`src/rtl/nand_arb_pkg.sv`:
```
// nand_arb_pkg: shared sizing, reset values and helpers for the NAND-sharing arbiter
package nand_arb_pkg;
    localparam int N_REQ_DEF = 4;
    localparam int ID_W_DEF  = $clog2(N_REQ_DEF);
    localparam logic RST_RES   = 1'b0;
    localparam logic RST_VALID = 1'b0;
    localparam logic RST_S1_V  = 1'b0;
    localparam logic RST_OP    = 1'b0;

    function automatic logic [15:0] onehot(input logic [3:0] id);
        return 16'(1) << id;
    endfunction
endpackage

```
`src/rtl/nand_share_arbiter_rr_pick.sv`:
```
// rr_pick: combinational round-robin winner search starting at ptr and wrapping
module rr_pick
    import nand_arb_pkg::*;
#(
    parameter int N   = 4,
    parameter int IDW = 2
) (
    input  logic [N-1:0]   eff_req,
    input  logic [IDW-1:0] ptr,
    output logic           any,
    output logic [IDW-1:0] w,
    output logic [N-1:0]   oh
);
    logic [15:0] w_oh16;

    // Scan farthest-first so the nearest requester after ptr overwrites the rest
    always_comb begin
        w = '0;
        for (int k = N - 1; k >= 0; k--) begin
            if (eff_req[(int'(ptr) + k) % N]) w = IDW'((int'(ptr) + k) % N);
        end
    end

    assign any    = |eff_req;
    assign w_oh16 = onehot(4'(w));
    assign oh     = any ? w_oh16[N-1:0] : '0;
endmodule

```
`src/rtl/nand_share_arbiter.sv`:
```
// nand_share_arbiter: round-robin sharing of one registered NAND unit with valid/ready output
module nand_share_arbiter
    import nand_arb_pkg::*;
#(
    parameter int N_REQ = N_REQ_DEF,
    localparam int ID_W = $clog2(N_REQ)
) (
    input  logic             clk,
    input  logic             rst_n,
    input  logic [N_REQ-1:0] req,
    input  logic [N_REQ-1:0] a_in,
    input  logic [N_REQ-1:0] b_in,
    output logic [N_REQ-1:0] gnt,
    output logic             res,
    output logic             res_valid,
    output logic [ID_W-1:0]  res_id,
    input  logic             res_ready,
    output logic             busy
);
    logic [N_REQ-1:0] r_gnt;
    logic             r_res;
    logic             r_res_valid;
    logic [ID_W-1:0]  r_res_id;
    logic             r_s1_v;
    logic             r_op_a;
    logic             r_op_b;
    logic [ID_W-1:0]  r_op_id;
    logic [ID_W-1:0]  r_ptr;

    logic             w_out_adv;
    logic             w_s1_adv;
    logic             w_issue;
    logic             w_any;
    logic [ID_W-1:0]  w_w;
    logic [N_REQ-1:0] w_oh;
    logic [N_REQ-1:0] w_eff_req;

    // The requester seeing gnt this cycle is masked so a held req is not double-served
    assign w_eff_req = req & ~r_gnt;
    assign w_out_adv = !r_res_valid | res_ready;
    assign w_s1_adv  = r_s1_v & w_out_adv;
    assign w_issue   = w_any & (!r_s1_v | w_s1_adv);

    rr_pick #(.N(N_REQ), .IDW(ID_W)) u_pick (
        .eff_req (w_eff_req),
        .ptr     (r_ptr),
        .any     (w_any),
        .w       (w_w),
        .oh      (w_oh)
    );

    // Two-stage pipeline: grant/operand capture, then NAND evaluation into the output register
    always_ff @(posedge clk) begin
        if (!rst_n) begin
            r_gnt       <= '0;
            r_res       <= RST_RES;
            r_res_valid <= RST_VALID;
            r_res_id    <= '0;
            r_s1_v      <= RST_S1_V;
            r_op_a      <= RST_OP;
            r_op_b      <= RST_OP;
            r_op_id     <= '0;
            r_ptr       <= '0;
        end else begin
            if (w_s1_adv) begin
                r_res       <= ~(r_op_a & r_op_b);
                r_res_id    <= r_op_id;
                r_res_valid <= 1'b1;
            end else if (w_out_adv) begin
                r_res_valid <= 1'b0;
            end
            r_gnt <= w_issue ? w_oh : '0;
            if (w_issue) begin
                r_op_a  <= a_in[w_w];
                r_op_b  <= b_in[w_w];
                r_op_id <= w_w;
                r_s1_v  <= 1'b1;
                r_ptr   <= (w_w == ID_W'(N_REQ - 1)) ? '0 : w_w + 1'b1;
            end else if (w_s1_adv) begin
                r_s1_v <= 1'b0;
            end
        end
    end

    assign gnt       = r_gnt;
    assign res       = r_res;
    assign res_valid = r_res_valid;
    assign res_id    = r_res_id;
    assign busy      = r_s1_v | r_res_valid;
endmodule

```
`config.mk`:
```
export PLATFORM = sky130hd
export DESIGN_NAME = nand_share_arbiter
export DESIGN_NICKNAME = d
export VERILOG_FILES = /design/src/rtl/nand_arb_pkg.sv /design/src/rtl/nand_share_arbiter_rr_pick.sv /design/src/rtl/nand_share_arbiter.sv
export SDC_FILE = /design/constraint.sdc
export NUM_CORES = 1
export LEC_CHECK = 0
export ABC_AREA = 1
export ABC_CLOCK_PERIOD_IN_PS = 2000
export BUFFER_PORTS_ARGS = -buffer_cell sky130_fd_sc_hd__clkbuf_2
export CORE_AREA = 2 2 54 56
export CTS_BUF_LIST = sky130_fd_sc_hd__clkbuf_16
export DETAILED_ROUTE_END_ITERATION = 7
export DIE_AREA = 0 0 56 58
export PLACE_DENSITY_LB_ADDON = 0.2
export SYNTH_ARGS = -nofsm -noshare
export SYNTH_HDL_FRONTEND = slang
export SYNTH_SLANG_ARGS = --single-unit
```
`constraint.sdc`:
```
create_clock -name clk -period 2 [get_ports clk]
set_clock_uncertainty 0.05 [all_clocks]
set_input_delay 0.2 -clock clk [delete_from_list [all_inputs] [get_ports clk]]
set_output_delay 0.2 -clock clk [all_outputs]
set_load 0.01 [all_outputs]
```
# Yosys cells after proc, flatten, opt, wreduce, memory -nomap -nowiden
# Cells that the tools add are included.
dict set report totals {
  reg_bits 15
  latch_bits 0
  ram_bits 0
  rom_bits 0
  inputBits 15
  output_inout_bits 9
  wordCells 65
  memories 0
}
dict set report classes {
  n_addsub 4
  multipliers 0
  n_div 0
  n_lt_le_gt_ge 5
  n_eq_ne 1
  shift 1
  muxes 24
  bitwise 12
  reduce_logical 9
}
# cell count
set op_table {}
lappend op_table {{1-bit 2-to-1 mux} 13}
lappend op_table {{1-bit binary-select mux with 2-bit select} 6}
lappend op_table {{3-bit by 4-bit less-than comparator with 1-bit output (second input constant)} 3}
lappend op_table {{2-bit 2-to-1 mux} 5}
lappend op_table {{2-bit by 3-bit less-than comparator with 1-bit output (second input constant)} 2}
lappend op_table {{2-bit OR reduction} 3}
lappend op_table {{2-bit by 1-bit adder with 2-bit output (second input constant)} 2}
lappend op_table {{2-bit adder (second input constant)} 2}
lappend op_table {{4-bit AND} 1}
lappend op_table {{4-bit NOT} 1}
lappend op_table {{2-bit nonzero test} 2}
lappend op_table {{4-bit OR reduction} 1}
lappend op_table {{1-bit by 2-bit left shift with 4-bit output (first input constant)} 1}
lappend op_table {{1-bit AND} 3}
lappend op_table {{1-bit AND (first input constant)} 3}
lappend op_table {{1-bit bitwise OR} 3}
lappend op_table {{3-bit AND reduction} 1}
lappend op_table {{2-bit == test (second input constant)} 1}
lappend op_table {{1-bit logical NOT} 2}
lappend op_table {{1-bit NOT} 1}

# Longest topological paths before layout
# Gate-level depths: netlist of the first run.
dict set report logic_depth {
  ltp_word 12
  depth_mapped 15
}

# Modules after synthesis
# Synthesis of the first run repeated with hierarchy kept, for this count alone.
dict set report unflattened {
  cells_unflattened 167
  area_unflattened_um2 959.7
}
# mod instances cells_per_inst area_per_inst_um2
set by_module_without_submodules {}
lappend by_module_without_submodules {nand_share_arbiter 1 101 678.2}
lappend by_module_without_submodules {rr_pick 1 66 281.5}

# Worst setup path after synthesis of the first run
# OpenSTA, ideal clock, no wires.
dict set report synth_timing {
  kind {reg2reg}
  startpoint {register r_ptr[0]}
  endpoint {register r_op_a}
  t_arrival_ns 1.353
  required_time_ns 1.841
  path_slack_ns 0.488
  stages_incl_launch_ff 14
  n_path_buf 1
  synth_period_minus_slack_ns 1.512
  path_cell_list {dfxtp_1 -> buf_6 -> nor2_2 -> nor2_1 -> a21oi_2 -> nand2_2 -> nand2_2 -> nand2_4 -> nand2_8 -> nand2_1 -> nand3_1 -> nand3_1 -> nand2_1 -> inv_1}
}
dict set report synth_via {
  elab_chain_len 10
  elab_cells_between_ends 20
  cone_classes {add/sub: 3; mux: 17}
}
# element line
set synth_lines {}
lappend synth_lines {{start, declared} nand_share_arbiter.sv:28} ;# logic [ID_W-1:0] r_ptr;
lappend synth_lines {{start signal, assigned} nand_share_arbiter.sv:78} ;# r_ptr <= (w_w == ID_W'(N_REQ - 1)) ? '0 : w_w + 1'b1;
lappend synth_lines {{2-bit adder} nand_share_arbiter_rr_pick.sv:20} ;# if (eff_req[(int'(ptr) + k) % N]) w = IDW'((int'(ptr) + k) % N);
lappend synth_lines {{1-bit binary-select mux with 2-bit select} nand_share_arbiter_rr_pick.sv:20}
lappend synth_lines {{1-bit 2-to-1 mux (implied by the code) (2 in series)} nand_share_arbiter_rr_pick.sv:20}
lappend synth_lines {{2-bit 2-to-1 mux (3 in series)} nand_share_arbiter_rr_pick.sv:20}
lappend synth_lines {{2-bit 2-to-1 mux *} nand_share_arbiter_rr_pick.sv:20}
lappend synth_lines {{1-bit binary-select mux with 2-bit select *} nand_share_arbiter.sv:74} ;# r_op_a <= a_in[w_w];
lappend synth_lines {{1-bit 2-to-1 mux (implied by the code) *} nand_share_arbiter.sv:74}
lappend synth_lines {{end signal, assigned} nand_share_arbiter.sv:74}
lappend synth_lines {{end, declared} nand_share_arbiter.sv:25} ;# logic r_op_a;
# Every way passes the cells marked *; elsewhere a longest branch is shown, timed or not. The select of a mux whose other input is x is not followed.
# A chain may end at the register's enable or synchronous reset.

# Worst setup path in the final report of the first run
dict set report layout_timing {
  startpoint {register r_ptr[0]}
  endpoint {register r_op_id[0]}
}
dict set report layout_via {
  elab_chain_len 8
  elab_cells_between_ends 18
  cone_classes {add/sub: 3; mux: 15}
}
# element line
set layout_lines {}
lappend layout_lines {{2-bit adder} nand_share_arbiter_rr_pick.sv:20}
lappend layout_lines {{1-bit binary-select mux with 2-bit select} nand_share_arbiter_rr_pick.sv:20}
lappend layout_lines {{1-bit 2-to-1 mux (implied by the code) (2 in series)} nand_share_arbiter_rr_pick.sv:20}
lappend layout_lines {{2-bit 2-to-1 mux (3 in series)} nand_share_arbiter_rr_pick.sv:20}
lappend layout_lines {{2-bit 2-to-1 mux *} nand_share_arbiter_rr_pick.sv:20}
lappend layout_lines {{end signal, assigned} nand_share_arbiter.sv:76} ;# r_op_id <= w_w;
lappend layout_lines {{end, declared} nand_share_arbiter.sv:27} ;# logic [ID_W-1:0] r_op_id;
# Marked as above.

==> summary by stage, run 1 <==
Status
The flow ran to the end, and the final reports show no timing, DRC or antenna violations.

Route
The DRC marker count from the first detailed-route iteration is 34. In the routed design, unresolved DRC markers number 0. In the final routed layout, each cell accounts on average for 9.58 um. The average vias per placed instance is 4.60. The total number of vias is 906. The first detailed-routing pass ran for 4 iterations. The count of nets left with antenna violations after detail routing is 0. After detailed routing, the total wire length is 1890 um.

Global routing
Global routing consumed, on the met2 layer, 23.2% of the routing resources. The routing usage on met3 is 2.46%. The via count of the first global-routing pass was 852. The number of antenna violations at the first check in global routing came to 0.

The pin count of the biggest net entering global routing is 10. In the global route stage, met1 resource usage came out at 15.7%. The total global routing track utilization is 13.1%. The total global routing overflow is 0. The wire length of the first global-routing pass is 3420 um. The global routing stage identified its most utilized layer as met2.

Setup path
Counting both buffers and inverters, the worst setup path holds a total of 4. Among all stages on the critical path, the largest delay is contributed by dfxtp_2. The type of origin of the critical path is a flop. The dominant delay contributor by cell family on the critical path is simple AND/OR/NAND/NOR gates. The critical path goes through inv_2 -> nand2_1 -> nand2_1 -> nand2_1 -> nand2_1 -> inv_2 -> nand2_2 -> nand2_4 -> nand2_8 -> inv_6 -> nor2_8 -> o21ai_0 -> inv_1. The worst setup path is of the reg2reg kind. The critical path arrival is 1730 ps. The required time of the worst setup path is 2080 ps. STA classifies the critical path endpoint as a flop. By instance count, the cell type seen most on the critical path is nand2_1. In this design, the stage delay of the slowest critical-path cell is 430 ps. In this run the worst path has a maximum fanout of 8.

Floorplanning
For this design the top-level I/O count stands at 24. The effective utilization at floorplan is 34.1%. The total area inside the core boundary comes to 2660 um2. Measured along the y axis, the die boundary spans 58 um. The site row count is 19. The die covers 3250 um2.

The die is 56 um wide.

Place
The HPWL after detailed placement is 1620 um. The count of buffers from port buffering is 23. The placed standard-cell area is 1050 um2. Routability-driven placement finished with a final weighted congestion of 0.758.

Clock network
After clock tree synthesis, the clock-pin slew on the worst setup and hold paths is 50 ps. CTS built an H-tree with a depth of 1. The hold-fix buffer count after cts is 0. The maximum count of clock buffers along a single path is 2.

The total clock sinks is 15. TritonCTS built the clock tree. The root buffer cell chosen for the clock tree is clkbuf_16. The clock latency on the worst-skew pair is 240 ps.

The TritonCTS buffer count is 3.

Synthesis
Synthesis produced 140 cells. The top cell type by area accounts for 33.1% of the synthesized area. For this run, the number of Yosys warnings is 0. The number of distinct library cells after synthesis is 22. The dominant cell type by area after synthesis is dfxtp_1. The summed instance area of the synthesized netlist is 907 um2. The fraction of the yosys area taken by sequential cells is 33.1%. By area the synthesized netlist is led by dfxtp_1 (33%), nand2_1 (14%), inv_1 (11%), nand3_1 (7.7%), nor2_1 (7.4%). Synthesis inferred 15 register bits. Dividing the synthesized area by the synthesized cell count gives 6.48 um2. The net count after synthesis is 155.

STA
The count of final hold-check violations is 0. The final-report setup violation count is 0. Measured against its own limit, the worst slew margin works out to 73.7%.

Timing would allow up to 0.606 GHz. Setup repair after global routing left no endpoint under its margin. After routing, the total negative slack on setup checks comes to 0 ps. For the pin with the worst max-slew slack, the measured transition is 394 ps. The final worst-path cycle share is 82.5%. The final number of max-transition violations is 0. The routed design could run at a clock period as short as 1650 ps.

Pwr
For this design the static power due to leakage is 0.651 nW. The largest vdd supply drop is 0.785 mV. Dividing total power by cell area gives a power density of 1710 nW/um2.

Worst hold path
The tightest min-delay check is of the in2reg type.

Finish
The area added between synthesis and finish is 24.7%. The top cell types in the final layout, fill and taps aside, are nand2_1 (33), inv_1 (27), clkbuf_2 (23). The leading cell type in the layout, fill and taps excluded is nand2_1. The number of antenna diodes in the final layout is 0. The filler cells instantiated in the layout total 299. The fraction of layout cells with a size suffix above 1 is 26.5%. The post-route standard cell area excluding fillers is 1130 um2. The net count of the finished layout is 182.

Flow run
The tool flagged a number of max-cap violations equal to 0.
power breakdown:
| part | total [W] | internal, W | switching [W] |
|---|---|---|---|
| Combinational | 0.00107 | 0.000381 | 0.000684 |
| Sequential | 0.000485 | 0.000407 | 0.0000785 |
| Clock | 0.000382 | 0.000266 | 0.000115 |
| Total | 0.00193 | 0.00105 | 0.000878 |
cells in the mapped netlist, drive strengths merged:
library cell and number:
a31oi 1, a211oi 2, dfxtp 15, nand3 15, o21ai 4, a21oi 8, nand3b 1, buf 1
nor2 21, or2 1, nand2 39, o31ai 1, inv 31
metrics by stage:
stage / std cells / hold slack (ps) / power (W) / util (%) / setup WS, ps
after floorplan: 140 / 275 / 0.00137 / - / 488
after CTS: 197 / 181 / 0.00196 / 42.4 / 191
final: 197 / 179 / 0.00193 / 42.5 / 349
after global placement: 193 / 382 / 0.00155 / 39.4 / 228
after global routing: 197 / 189 / 0.00213 / 42.5 / 145
after detailed placement: 193 / 387 / 0.00157 / 39.4 / 202
worst reg2reg max path, cell delays in order (launching register included):
cell and delay, ps:
dfxtp_2 430, inv_2 90, nand2_1 70, nand2_1 60, nand2_1 100, nand2_1 70, inv_2 100, nand2_2 70
nand2_4 100, nand2_8 80, inv_6 80, nor2_8 40, o21ai_0 140, inv_1 60
timing repair:
action,in CTS,in global routing
hold endpoints to repair,0,0
gates resized for setup,0,1
endpoints found under the setup margin,0,2
buffers inserted,0,0
metal layers:
layer / part of all wire (%) / up-vias / wire length (um)
li1: - / 482 / -
met1: 44 / 402 / 837
met2: 50 / 18 / 939
met3: 4.1 / 4 / 77
met4: 1.7 / 0 / 33
met5: 0 / - / 0
final timing paths:
| path | startpoint | endpoint | slack, ps | cells after the start |
|---|---|---|---|---|
| worst max-delay path | r_ptr[0] | r_op_id[0] | 350 | 13 |
| worst min-delay path | rst_n | res_id[1] | 180 | 3 |
| worst max register to register | r_ptr[0] | r_op_id[0] | 350 | 13 |
| worst min register to register | r_op_b | res | 390 | 1 |
logic make-up after synthesis:
kind of cell    after synthesis  share of synthesized area, %
flops                        15                          33.1
simple gates                 77                          42.1
buf+inv                      32                          14.6
compound gates               16                          10.2
sequential cells by signal (all words and copies together), names as in the netlist:
signal,cells
r_s1_v,1
res_id,2
res_valid,1
r_op_a,1
r_op_id,2
r_ptr,2
gnt,4
res,1
r_op_b,1
layout make-up:
cell class | instances | area, um2 | area share [%]
clock buffer | 3 | 75.1 | 6.64
clock inverter | 1 | 5.00 | 0.442
inverter | 31 | 121 | 10.7
multi-input combinational | 93 | 474 | 41.9
sequential | 15 | 302 | 26.7
tap | 31 | 38.8 | 3.43
timing repair buffer | 23 | 115 | 10.2
Note: power is estimated with default switching activity, not from simulation.
==> run 2: changes to the inputs <==
--- a/config.mk
+++ b/config.mk
@@ -6,7 +6,7 @@
 export NUM_CORES = 1
 export LEC_CHECK = 0
 export ABC_AREA = 1
-export ABC_CLOCK_PERIOD_IN_PS = 2000
+export ABC_CLOCK_PERIOD_IN_PS = 1300
 export BUFFER_PORTS_ARGS = -buffer_cell sky130_fd_sc_hd__clkbuf_2
 export CORE_AREA = 2 2 54 56
 export CTS_BUF_LIST = sky130_fd_sc_hd__clkbuf_16
==> constraint.sdc (replaced) <==
create_clock -name clk -period 1.3 [get_ports clk]
set_clock_uncertainty 0.05 [all_clocks]
set_input_delay 0.13 -clock clk [delete_from_list [all_inputs] [get_ports clk]]
set_output_delay 0.13 -clock clk [all_outputs]
set_load 0.01 [all_outputs]
==> summary by stage, run 2 (synthesis results as in run 1) <==
Finish
The number of filler instances in the final layout is 258 (-14%). In the layout the commonest cells are inv_1 (24), clkbuf_2 (23), nand2_2 (20). The final antenna diode count is 0 (unchanged). The net count of the finished layout was 203 (+12%). The number of flip-flops under the largest register name is 4 (unchanged). The end-of-flow core utilization is 54.5% (+12 points). The area added between synthesis and finish is 60.0%. The fraction of layout cells with a size suffix above 1 is 57.8% (+31 points). The leading cell type in the layout, fill and taps excluded is inv_1.

Setup path
The worst setup path is launched from a flop. The number of cells on the worst reg-to-reg path was 12 (-1). The setup path with the least slack is of type reg2reg. The signal on the critical path passes through nand3_1 -> nand2_2 -> a21oi_2 -> nand2_2 -> nand2_2 -> nand2_4 -> nand2_8 -> nand2_1 -> nand3_1 -> nand3_1 -> nand2_1 -> inv_1. The startpoint of the worst register-to-register path is r_ptr[0]. The type of destination of the critical path is a flop. The biggest cell delay along the critical path is 370 ps (-60 ps). The required time of the worst setup path is 1390 ps (-690 ps). The critical path's slowest cell is dfxtp_4. The most critical setup path has its startpoint at r_ptr[0]. The capture instance of the worst register-to-register path is r_op_a.

The critical path arrival was 1680 ps (-50 ps). The register-to-register setup slack is -300 ps (-650 ps). The peak fanout along the critical path is 7 (-1).

Worst hold path
In this run the most critical hold path is launched from rst_n. The cell depth of the worst hold path is 3 (unchanged). For hold timing, the worst endpoint is r_op_id[0]. The worst min-delay path class is in2reg.

Floorplanning
The site row count is 19 (unchanged). The area of the placeable core is 2660 um2 (unchanged). The die width is 56 um (unchanged). The boundary pin count is 24 (unchanged). The die span in y is 58 um (unchanged). The die outline area came to 3250 um2 (unchanged).

The effective utilization at floorplan was 34.1% (unchanged).

Clock network
The TritonCTS buffer count is 3 (unchanged). The maximum count of clock buffers along a single path was 2 (unchanged). The clock edge transition at the registers on the reported setup and hold paths was 40 ps (about the same). The cell sitting at the root of the clock tree is a clkbuf_16. The maximum level of the CTS H-tree was 1 (unchanged). TritonCTS built the clock tree. The clock latency on the worst-skew pair is 240 ps (about the same).

The total clock sinks was 15 (unchanged).

STA
The count of final hold-check violations is 0 (unchanged). The final-report setup violation count is 11 (+11). The final number of max-transition violations is 0 (unchanged). The slew at the pin closest to its max-slew limit is 283 ps (-111 ps). The maximum clock frequency was 0.627 GHz (+3.4%). The worst path setup slack after routing was -296 ps (-645 ps).

The max-slew headroom at the worst pin came to 81.1% (+7.3 points). The worst hold slack is 96.1 ps (-82.9 ps). Setup repair after global routing could not meet its margin everywhere. The final worst-path cycle share is 123% (+40 points). The minimum clock period after layout came to 1600 ps (-54.7 ps).

Route
The count of nets left with antenna violations after detail routing is 0 (unchanged). The post-detailed-route DRC marker count is 0 (unchanged). The wire length per cell is 10.4 um (+8.9%).

The average vias per placed instance is 4.60 (about the same). The total number of vias is 1003 (+11%). The DRC marker count from the first detailed-route iteration is 5 (-85%). The routed wire length is 2280 um (+20%). The number of detailed-route iterations in the first pass is 4 (unchanged).

Pwr
The largest vdd supply drop is 1.52 mV (+94%). The power per unit of standard cell area is 2720 nW/um2 (+59%). The leakage power came to 0.789 nW (+21%).

Place
The HPWL after detailed placement is 1630 um (+0.96%). The count of buffers from port buffering is 23 (unchanged). The final weighted congestion in routability-driven placement was 0.798 (+5.3%).

Global routing
The pin count of the biggest net entering global routing is 9 (-1). The via count of the first global-routing pass is 903 (+6.0%). The number of antenna violations at the first check in global routing is 0 (unchanged). The total global routing track utilization is 14.1% (+1.1 points). The total global routing overflow is 0 (unchanged). The wire length of the first global-routing pass is 3640 um (+6.7%).

Status
The final reports fail on setup timing. The run finished, with violations left.

Flow run
The max-cap check violation count is 0 (unchanged).
run 2: cell count changes in the layout (fill, tap and decap cells not counted), moves of 4 or more:
cell,before,now
nor2_1,18,11
nand2_1,33,16
nand3_1,14,8
nor2_2,2,6
nand3_2,0,6
buf_4,0,18
dfxtp_2,1,5
dfxtp_1,14,9
nand2_2,4,20
run 2: layout make-up:
class / count / area (um2) / share of cell area, %
flip-flops and latches: 15 / 310 / 21.4
repair buffers: 44 / 284 / 19.6
clock buffers: 3 / 75.1 / 5.17
multi-input cells: 93 / 613 / 42.2
well taps: 31 / 38.8 / 2.67
clock inverters: 1 / 3.75 / 0.259
inverters: 31 / 126 / 8.71
run 2: layer usage:
metal	vias to the layer above	GRT usage [%]	part of all wire, %	wire (um)
met5	-	0	0	0
met4	0	5.10	1.7	38
met3	4	3.13	3.7	85
met2	19	25.7	53	1210
met1	453	16.3	41	940
li1	527	-	-	-
run 2: worst max-delay path: cells and delay by family (launching register included):
family / cells / cell delay, ps
AOI/OAI and AO/OA: 1 / 170
and+or+nand+nor: 10 / 840
DFF: 1 / 370
buffers and inverters: 1 / 40
run 2: report_power, final:
part	switching, W	leakage (nW)	internal (W)
clock	0.000166	0.0423	0.000405
sequential	0.000130	0.127	0.000646
combinational	0.00145	0.620	0.00115
total	0.00174	0.789	0.00220
run 2: how the worst max path moves through the flow:
stage	slack, ps	depth (start not counted)	end
after floorplan	-200	14	r_op_a
after global placement	-350	13	r_op_b
after detailed placement	-390	13	r_op_b
after CTS	-250	14	r_op_b
after global routing	-390	14	r_op_b
final	-300	12	r_op_a
run 2: repair_timing:
action / 4_1_cts / 5_1_grt
buffers inserted: 4 / 2
hold buffers: 0 / 0
resized for setup: 25 / 27
pin swaps: 8 / 13
endpoints found under the setup margin: 11 / 11
run 2: metrics by stage:
stage	worst slack [ps]	power (W)	cells	instance area, um2	setup TNS, ps
finish	-296	0.00395	218	1450	-2580
global route	-389	0.00426	218	1450	-3440
CTS	-249	0.00358	216	1350	-1780
detailed placement	-392	0.00277	208	1180	-3360
global placement	-347	0.00274	208	1180	-2870
floorplan	-202	0.00213	140	922	-1220
==> run 3: changes to the inputs <==
--- a/config.mk
+++ b/config.mk
@@ -6,7 +6,7 @@
 export NUM_CORES = 1
 export LEC_CHECK = 0
 export ABC_AREA = 1
-export ABC_CLOCK_PERIOD_IN_PS = 1300
+export ABC_CLOCK_PERIOD_IN_PS = 1800
 export BUFFER_PORTS_ARGS = -buffer_cell sky130_fd_sc_hd__clkbuf_2
 export CORE_AREA = 2 2 54 56
 export CTS_BUF_LIST = sky130_fd_sc_hd__clkbuf_16
==> constraint.sdc (replaced) <==
create_clock -name clk -period 1.8 [get_ports clk]
set_clock_uncertainty 0.05 [all_clocks]
set_input_delay 0.18 -clock clk [delete_from_list [all_inputs] [get_ports clk]]
set_output_delay 0.18 -clock clk [all_outputs]
set_load 0.01 [all_outputs]
==> summary by stage, run 3 (synthesis results as in run 1) <==
Status
The flow ran to the end, and the final reports show no timing, DRC or antenna violations.

Finish
In the layout the commonest cells are nand2_1 (33), inv_1 (27), clkbuf_2 (23). The post-layout instance count excluding filler cells was 199 (-8.7%). The fraction of layout cells with a size suffix above 1 is 28.0% (-30 points). The area added between synthesis and finish is 26.8%. The number of flip-flops under the largest register name is 4 (unchanged).

The leading cell type in the layout, fill and taps excluded is nand2_1. The final antenna diode count is 0 (unchanged). The net count of the finished layout is 184 (-9.4%).

The number of filler instances in the final layout came to 289 (+12%). The flip-flop and latch area came to 302 um2 (-2.8%). The footprint of the multi-input gates is 478 um2 (-22%). The end-of-flow core utilization came to 43.2% (-11 points).

Clock network
The maximum level of the CTS H-tree is 1 (unchanged). The number of gates given a new drive strength after cts came to 0 (-100%). The maximum count of clock buffers along a single path is 2 (unchanged).

The TritonCTS buffer count is 3 (unchanged). The number of buffers inserted by post-CTS setup repair is 0 (-4). The buffer type at the clock tree root is clkbuf_16. The total clock sinks is 15 (unchanged). The hold-fix buffer count after cts is 0 (unchanged). The CTS tree is done. The clock edge transition at the registers on the reported setup and hold paths is 50 ps (about the same). The clock latency on the worst-skew pair is 240 ps (about the same).

Pwr
The post-route total power came to 0.00219 W (-45%). The net switching component of the power is 0.000990 W (-43%). The sequential cell fraction of total power is 24.4% (+4.7 points). The design internal power is 0.00120 W (-46%). The power share of the clock group is 19.5% (+5.0 points). The power per unit of standard cell area is 1900 nW/um2 (-30%).

The net switching fraction of the power is 45.3% (+1.1 points). The fraction of power consumed by combinational cells is 56.1% (-9.7 points). The largest vdd supply drop is 0.821 mV (-46%). The leakage power is 0.661 nW (-16%).

Global routing
The number of antenna violations at the first check in global routing was 0 (unchanged). The layer with the highest usage is met2. The met2 track demand over resource in global routing was 21.0% (-4.7 points). The wire length of the first global-routing pass is 3220 um (-12%).

The via count of the first global-routing pass is 817 (-9.5%). The total global routing overflow came to 0 (unchanged). The met1 track demand over resource in global routing came to 15.1% (-1.2 points).

The pin count of the biggest net entering global routing is 10 (+1). The total global routing track utilization is 12.4% (-1.7 points). The routing usage on met3 came to 2.90% (-0.22 points).

Flow run
The max-cap check violation count was 0 (unchanged).

Floorplanning
The area of the placeable core is 2660 um2 (unchanged). The effective utilization at floorplan was 34.1% (unchanged). The die width is 56 um (unchanged). The boundary pin count came to 24 (unchanged).

The die span in y was 58 um (unchanged). The die outline area came to 3250 um2 (unchanged). The site row count is 19 (unchanged).

Setup path
The required time of the worst setup path is 1880 ps (+490 ps). The peak fanout along the critical path was 8 (+1). The type of origin of the critical path is a flop. The path type of the worst setup path is reg2reg. The launch point of the worst path is r_ptr[0].

The type of destination of the critical path is a flop. Following the worst setup path forward leads to its endpoint at r_op_id[0]. In this run the critical register-to-register path is launched from r_ptr[0].

The register-to-register setup slack is 160 ps (+460 ps). The number of cells on the worst reg-to-reg path is 13 (+1). The endpoint identified for the worst register-to-register timing path is r_op_id[0]. The critical path arrival was 1720 ps (+40 ps).

Worst hold path
The tightest min-delay check is of the in2reg type.

Place
The final weighted congestion in routability-driven placement was 0.844 (+5.8%). The HPWL after detailed placement is 1580 um (-3.0%). The placed cell count is 195 (-6.3%). The count of buffers from port buffering is 23 (unchanged).

STA
The max-slew headroom at the worst pin came to 74.7% (-6.4 points). Setup repair after global routing left no endpoint under its margin. The minimum clock period after layout was 1640 ps (+40.4 ps).

The final worst-path cycle share was 90.9% (-32 points). The slew at the pin closest to its max-slew limit is 377 ps (+94.1 ps). The final total negative setup slack came to 0 ps (+2580 ps). The final number of max-transition violations came to 0 (unchanged). The maximum clock frequency is 0.611 GHz (-2.5%).

The count of final hold-check violations is 0 (unchanged). The final-report setup violation count was 0 (-11).

Route
The routed wire length is 1870 um (-18%). The wire length per cell is 9.40 um (-9.9%). The average vias per placed instance is 4.58 (-0.50%).

The total number of vias is 911 (-9.2%). The number of detailed-route iterations in the first pass is 4 (unchanged). The post-detailed-route DRC marker count was 0 (unchanged).

The count of nets left with antenna violations after detail routing came to 0 (unchanged). The DRC marker count from the first detailed-route iteration is 22 (+17).
==> run 3: worst min path at each step <==
stage                 endpoint    from  depth (start not counted)
finish               res_id[1]   rst_n                          3
global route        r_op_id[0]   rst_n                          3
CTS                  res_id[0]   rst_n                          3
detailed placement         res  r_op_b                          1
global placement           res  r_op_b                          1
floorplan           r_op_id[0]   rst_n                          2
==> run 3: area by class of cell <==
class | count | area share, %
Inverter | 31 | 10.6
Clock inverter | 1 | 0.435
Timing Repair Buffer | 25 | 11.3
Sequential cell | 15 | 26.2
Clock buffer | 3 | 6.53
Tap cell | 31 | 3.37
Multi-Input combinational cell | 93 | 41.6
==> run 3: worst max-delay path, stage by stage, from the launching register on <==
cell     delay [ps]
dfxtp_2         410
inv_2            80
nand2_1          70
nand2_1          60
nand2_1         100
nand2_1          70
inv_2           110
nand2_2          80
nand2_4         100
nand2_8          80
inv_6            80
nor2_8           40
o21ai_0         150
inv_1            50
==> run 3: through the flow <==
| step | worst slack, ps | hold WS, ps | area, um2 |
|---|---|---|---|
| 6_report | 164 | 159 | 1150 |
| 2_1_floorplan | 288 | 255 | 907 |
| 3_3_place_gp | 91.6 | 387 | 1060 |
| 5_1_grt | 0.575 | 179 | 1150 |
| 4_1_cts | 59.1 | 157 | 1140 |
| 3_5_place_dp | 76.9 | 394 | 1060 |
==> run 3: power groups by stage <==
stage,clock (W),combinational [W],sequential [W]
5_1_grt,0.000454,0.00136,0.000551
3_3_place_gp,0,0.00122,0.000533
6_report,0.000426,0.00123,0.000534
2_1_floorplan,0,0.000990,0.000527
4_1_cts,0.000435,0.00122,0.000532
3_5_place_dp,0,0.00122,0.000538
==> run 3: metal layers <==
layer | routed length, um | vias up
li1 | - | 486
met1 | 894 | 398
met2 | 862 | 23
met3 | 91 | 4
met4 | 23 | 0
met5 | 0 | -
